===== src/rtl/mem_initiator.sv =====
// Single-outstanding load/store front end for the single-port word memory.
// Rejects misaligned or out-of-range addresses locally, waits out the read latency.
//
// state | meaning
// IDLE  | ready for a request, memory pins idle
// WRITE | one-cycle store strobe to the memory
// READ  | address held for READ_LATENCY+1 cycles, data captured on the last edge
// RESP  | response held until the consumer takes it
module mem_initiator #(
  parameter int DEPTH        = 32,
  parameter int READ_LATENCY = 1
) (
  input  logic        clk,
  input  logic        rst_n,
  input  logic        req_valid,
  output logic        req_ready,
  input  logic        req_write,
  input  logic [31:0] req_addr,
  input  logic [31:0] req_wdata,
  output logic        resp_valid,
  input  logic        resp_ready,
  output logic [31:0] resp_rdata,
  output logic        resp_err,
  output logic        mem_write,
  output logic [31:0] mem_addr,
  output logic [31:0] mem_wdata,
  input  logic [31:0] mem_rdata,
  output logic        busy
);

  typedef enum logic [1:0] {IDLE, WRITE, READ, RESP} state_e;

  localparam logic [2:0]  LAST_CNT = 3'(READ_LATENCY);
  localparam logic [29:0] DEPTH_W  = 30'(DEPTH);

  state_e      state_q, state_d;
  logic [2:0]  cnt_q, cnt_d;
  logic [29:0] idx_q, idx_d;
  logic [31:0] wdata_q, wdata_d;
  logic [31:0] rdata_q, rdata_d;
  logic        err_q, err_d;
  logic        addr_bad;

  assign addr_bad = (req_addr[1:0] != 2'b00) || (req_addr[31:2] >= DEPTH_W);

  always_ff @(posedge clk) begin
    if (!rst_n) begin
      state_q <= IDLE;
      cnt_q   <= 3'd0;
      idx_q   <= 30'd0;
      wdata_q <= 32'd0;
      rdata_q <= 32'd0;
      err_q   <= 1'b0;
    end else begin
      state_q <= state_d;
      cnt_q   <= cnt_d;
      idx_q   <= idx_d;
      wdata_q <= wdata_d;
      rdata_q <= rdata_d;
      err_q   <= err_d;
    end
  end

  always_comb begin
    state_d = state_q;
    cnt_d   = cnt_q;
    idx_d   = idx_q;
    wdata_d = wdata_q;
    rdata_d = rdata_q;
    err_d   = err_q;
    case (state_q)
      IDLE: begin
        if (req_valid) begin
          idx_d   = req_addr[31:2];
          wdata_d = req_wdata;
          cnt_d   = 3'd0;
          if (addr_bad) begin
            state_d = RESP;
            err_d   = 1'b1;
            rdata_d = 32'd0;
          end else if (req_write) begin
            state_d = WRITE;
          end else begin
            state_d = READ;
          end
        end
      end
      WRITE: begin
        state_d = RESP;
        err_d   = 1'b0;
        rdata_d = 32'd0;
      end
      READ: begin
        cnt_d = cnt_q + 3'd1;
        // cnt_q counts 0..READ_LATENCY, giving READ_LATENCY+1 cycles in READ
        if (cnt_q == LAST_CNT) begin
          state_d = RESP;
          rdata_d = mem_rdata;
          err_d   = 1'b0;
        end
      end
      RESP: begin
        if (resp_ready) state_d = IDLE;
      end
      default: state_d = IDLE;
    endcase
  end

  // Outputs gated by rst_n so the memory strobe drops as soon as reset asserts.
  always_comb begin
    req_ready  = 1'b0;
    resp_valid = 1'b0;
    mem_write  = 1'b0;
    mem_addr   = 32'd0;
    mem_wdata  = 32'd0;
    busy       = 1'b0;
    if (rst_n) begin
      busy = (state_q != IDLE);
      case (state_q)
        IDLE:  req_ready = 1'b1;
        WRITE: begin
          mem_write = 1'b1;
          mem_addr  = {2'b00, idx_q};
          mem_wdata = wdata_q;
        end
        READ:  mem_addr = {2'b00, idx_q};
        RESP:  resp_valid = 1'b1;
        default: ;
      endcase
    end
  end

  assign resp_rdata = rdata_q;
  assign resp_err   = err_q;

endmodule

===== config.mk =====
export PLATFORM = sky130hd
export DESIGN_NAME = mem_initiator
export DESIGN_NICKNAME = d
export VERILOG_FILES = /design/src/rtl/mem_initiator.sv
export SDC_FILE = /design/constraint.sdc
export NUM_CORES = 1
export LEC_CHECK = 0
export ABC_AREA = 1
export CORE_MARGIN = 1.5
export CORE_UTILIZATION = 46
export CTS_CLUSTER_DIAMETER = 40
export DETAILED_ROUTE_END_ITERATION = 10
export PLACE_DENSITY = 0.86
export SETUP_SLACK_MARGIN = 0.1
export SYNTH_ARGS = -nofsm -noshare
export SYNTH_HDL_FRONTEND = slang
export SYNTH_SLANG_ARGS = --single-unit

===== constraint.sdc =====
create_clock -name clk -period 2.9 [get_ports clk]
set_input_delay 0.725 -clock clk [delete_from_list [all_inputs] [get_ports clk]]
set_output_delay 0.725 -clock clk [all_outputs]
set_load 0.005 [all_outputs]

* Word level (Yosys, flattened, before mapping)
Index checks and enable logic that the tools add are counted.
** Word-level totals
- Input port bits :: 101
- Output and inout port bits :: 101
- Register bits :: 100
- Word-level logic and storage cells :: 54
** Cells by class
- Reductions and logical operators :: 11
- Add/subtract/negate cells :: 1
- Multiplexer cells :: 27
- Eq/ne operators :: 8
- Order comparisons :: 1
** Operators with widths (count)
- two-way mux 32 bit :: 5
- case mux 32 bit (3 select lines) :: 1
- two-way mux 30 bit :: 2
- greater-or-equal comparator 30 x 6 -> 1 bit (second input constant) :: 1
- two-way mux 1 bit :: 10
- two-way mux 2 bit :: 5
- != test 2 bit (second input constant) :: 4
- case mux 2 bit (4 select lines) :: 1
- case mux 3 bit (2 select lines) :: 1
- nonzero test 2 bit :: 3
- equality test 2 bit (second input constant) :: 2
- AND reduction 2 bit :: 2
- AND reduction 4 bit :: 1
- adder 3 x 1 -> 3 bit (second input constant) :: 1
- equality test 3 x 1 -> 1 bit (second input constant) :: 1
- two-way mux 3 bit :: 1
- case mux 1 bit (3 select lines) :: 1
- AND reduction 3 bit :: 1
- nonzero test 3 bit :: 1
- equality test 2 x 1 -> 1 bit (second input constant) :: 1
- zero test 2 bit :: 1
- OR reduction 2 bit :: 1
- logical OR 1 bit :: 1

* Longest topological paths before layout
Gate-level depths: netlist (run 1).
- Depth after elaboration :: 5
- Depth in mapped cells :: 12
- Mapped depth without buffers :: 11

* Worst setup path after synthesis (run 1)
Ideal clock, no wire load.
- Kind :: input-to-output
- From :: input rst_n
- To :: output req_ready
- Cell stages on the path :: 4
- Data required time :: 2.175 ns
- Data arrival time :: 1.381 ns
- Buffers on the path :: 2
- Setup slack :: 0.794 ns
- Path through :: clkbuf_1 clkbuf_1 nand2_1 inv_1
** Between the ends
- Longest elaborated chain between the ends :: 1
** RTL lines
- from (decl) :: line 14 : input logic rst_n,
- two-way mux 1 bit :: line 117 : if (rst_n) begin
- to (decl) :: line 16 : output logic req_ready,
No other way between the ends.

* Worst setup path after layout (run 1)
- From :: register state_q[1]
- To :: output mem_addr[20]
** Between the ends
- Longest elaborated chain between the ends :: 4
- Elaborated cells between the ends (all ways) :: 5
- Those cells by class :: eq/ne: 2; mux: 2; reduce/logical: 1
** RTL lines
- from (decl) :: line 36 : state_e state_q, state_d;
- from (signal assigned) :: line 55 : state_q <= state_d;
- equality test 2 x 1 -> 1 bit or equality test 2 bit (tied branches) :: line 119 : case (state_q)
- OR reduction 2 bit (no source line) *
- two-way mux 30 bit * :: line 119
- two-way mux 30 bit * :: line 117
- to (decl) :: line 25 : output logic [31:0] mem_addr,
Mark *: on every way between the ends. The rest lies on a longest branch, timed or not.

==> results of run 1 <==
-- flip-flops by register name (all words and copies together) (netlist names) --
register and cells:
state_q 2, resp_rdata 32, cnt_q 3, wdata_q 32, idx_q 30, resp_err 1
-- cells in the final DEF (no fill, tap or decap), drive strengths merged, types with 2 or more instances in the layout --
cell and count:
inv 132, conb 2, buf 11, nor2 160
dfxtp 100, o21ai 67, clkdlybuf4s50 198, clkbuf 13
nand4 6, nand2 151, ha 6, a21oi 56
-- stage by stage --
| step | util, % | hold WS (ns) | setup WS (ns) |
|---|---|---|---|
| global route | 71.4 | 0.486 | 0.0945 |
| CTS | 71.0 | 0.464 | 0.119 |
| global placement | 68.8 | 0.446 | 0.359 |
| finish | 71.4 | 0.464 | 0.181 |
| floorplan | - | 0.430 | 0.794 |
| detailed placement | 68.8 | 0.451 | 0.349 |
-- repair_timing --
item,CTS,global route
setup endpoints to repair,5,20
gates cloned,0,1
resized for setup,3,3
-- area by class of cell --
| class | count | area, um^2 |
|---|---|---|
| multi-input combinational | 454 | 1980 |
| fill | 855 | 2790 |
| tap | 133 | 166 |
| sequential | 100 | 2000 |
| timing repair buffer | 210 | 2130 |
| clock buffer | 12 | 155 |
| inverter | 131 | 492 |
| clock inverter | 4 | 55.1 |
-- where the power goes --
group | total, W | switching, W | leakage [nW] | internal (W)
Clock | 0.000924 | 0.000472 | 0.103 | 0.000452
Sequential | 0.00194 | 0.000168 | 0.826 | 0.00178
Combinational | 0.00286 | 0.00160 | 2.24 | 0.00126
-- logic make-up (layout without fill, tap and decap cells) --
kind of cell | Yosys count | count (layout) | share of synthesized area (%)
other | 1 | 2 | 0.0806
AO/OA/AOI/OAI | 126 | 126 | 14.0
AND/OR/NAND/NOR | 320 | 320 | 26.4
buffers and inverters | 176 | 357 | 14.9
flip-flops | 100 | 100 | 43.0
adder cells (fa/ha/maj) | 6 | 6 | 1.61
-- layer usage --
metal  up-vias  share of wire (%)
met2       165                 47
met4         0                1.7
met1      2090                 44
met5         -                  0
met3        20                7.5
li1       2518                  -
-- critical path, cell delays in order, from the launching register on --
cell             delay (ns)
dfxtp_2                0.37
inv_1                  0.09
ha_4                   0.31
clkbuf_16              0.17
nand2_1                0.06
nor2_1                 0.12
clkdlybuf4s50_1        0.52
-- path summary, 6_finish.rpt --
check | to | start | cells past startpoint
max | mem_addr[20] | state_q[1] | 6
max reg2reg | resp_rdata[16] | state_q[1] | 10
min | wdata_q[25] | wdata_q[25] | 2
min reg2reg | wdata_q[25] | wdata_q[25] | 2
==> flow_metrics.tcl, run 1 <==
set metrics [dict create \
    skew_ns 0.0184 \
    syn_area_um2 4650 \
    grt_pass1_vias 4497 \
    synth_edf_count 0 \
    synth-main-ff-cell "dfxtp_1" \
    initial_core_util_pct 47.6 \
    grt_usage_pct 23.5 \
    die_w_um 104 \
    ys_ff_latch 100 \
    n_antenna_cell 0 \
    postCtsHoldBufs 0 \
    vias_per_cell 4.59 \
    area_growth_pct 50.1 \
    dp_hpwl_mm 8.86 \
    stdcell_area_um2 6980 \
    rsz0062_at_grt "true" \
    maxCapViolations 0 \
    core_um2 9770 \
    synth_most_common_cell "nor2_1" \
    crit_arrival_ns 1.99 \
    min_path_type "reg -> reg" \
    fin_crit_ns 2.72 \
    leakagePower_nw 3.17 \
    cp_max_fo 15 \
    critPathKind "reg -> out" \
    grt_max_degree 70 \
    grt_use_met3_pct 5.54 \
    clkTransAtPathRegs_ns 0.10 \
    root_buffer "clkbuf_8" \
    ctsHtreeMaxLevel 3 \
    tightest_slew_ns 0.621 \
    worstPathRequired_ns 2.17 \
    finalPower_w 0.00572 \
    max_freq_ghz 0.368 \
    nets 1013 \
    setup_viol 0 \
    crit_path_end_kind "output port" \
    cp-start-kind "flop" \
    place.gp.congestion 0.813 \
    io_buffer_count 199 \
    final-max-slew-violation-count 0 \
    yosysTopAreaCell "dfxtp_1" \
    syn_area_per_cell_um2 6.38 \
    peakVddDrop_mv 0.541 \
    rows 36 \
    cts.sinks 100 \
    dpl_cell_area_um2 6720 \
    drc_errors 0 \
    synth_seq_area_share_pct 43.0 \
    grt_overflow_total 0 \
    io_pins 202 \
    yosysUniqueCellTypes 22 \
    antenna_found_initial 0 \
    die_h_um 104 \
    finalSetupTns_ns 0 \
    wire_per_inst_um 12.2 \
    synth_area_leaders "dfxtp_1 43%, nor2_1 13%, nand2_1 12%" \
    dieArea_um2 10700 \
    worstSkewPairLatency_ns 0.35 \
    synth_cells 729 \
    wirelength_mm 12.7 \
    post_cts_buffers 0 \
    final_cells 1044 \
    yosysTopAreaCellShare_pct 43.0 \
    drtIter0Drc 290 \
    cts_buffers 9 \
    finalHoldViolations 0 \
    antenna_left 0 \
    synthArstFlopShare_pct 0 \
    relSlewSlack_pct 58.6 \
    power.density_nw_per_um2 820 \
    dpl.cell_count 1027 \
    busiest_layer "met2" \
    drtPass1Iterations 4 \
    grt_pass1_wl_mm 20.9 \
    netlist_top_cells_count "160 x nor2_1, 150 x nand2_1, 130 x inv_1" \
    vias 4793 \
    cts_tree "yes" \
    period_share_pct 93.8 \
    drive_above_1_share_pct 3.95 \
    ys_warn_count 0 \
    status "finished clean" \
    cts.path.max_buffers 2 \
    rrSetupSlack_ns 0.96 \
    grt_use_met1_pct 29.2 \
    use_met2_pct 40.1 \
]
Power figures use the tool's default switching activity.
==> run 2, diff against run 1 <==
SLEW_MARGIN = 20   (was not set)
==> results of run 2 <==
Final layout, timing and power as in run 1 (identical DEF).
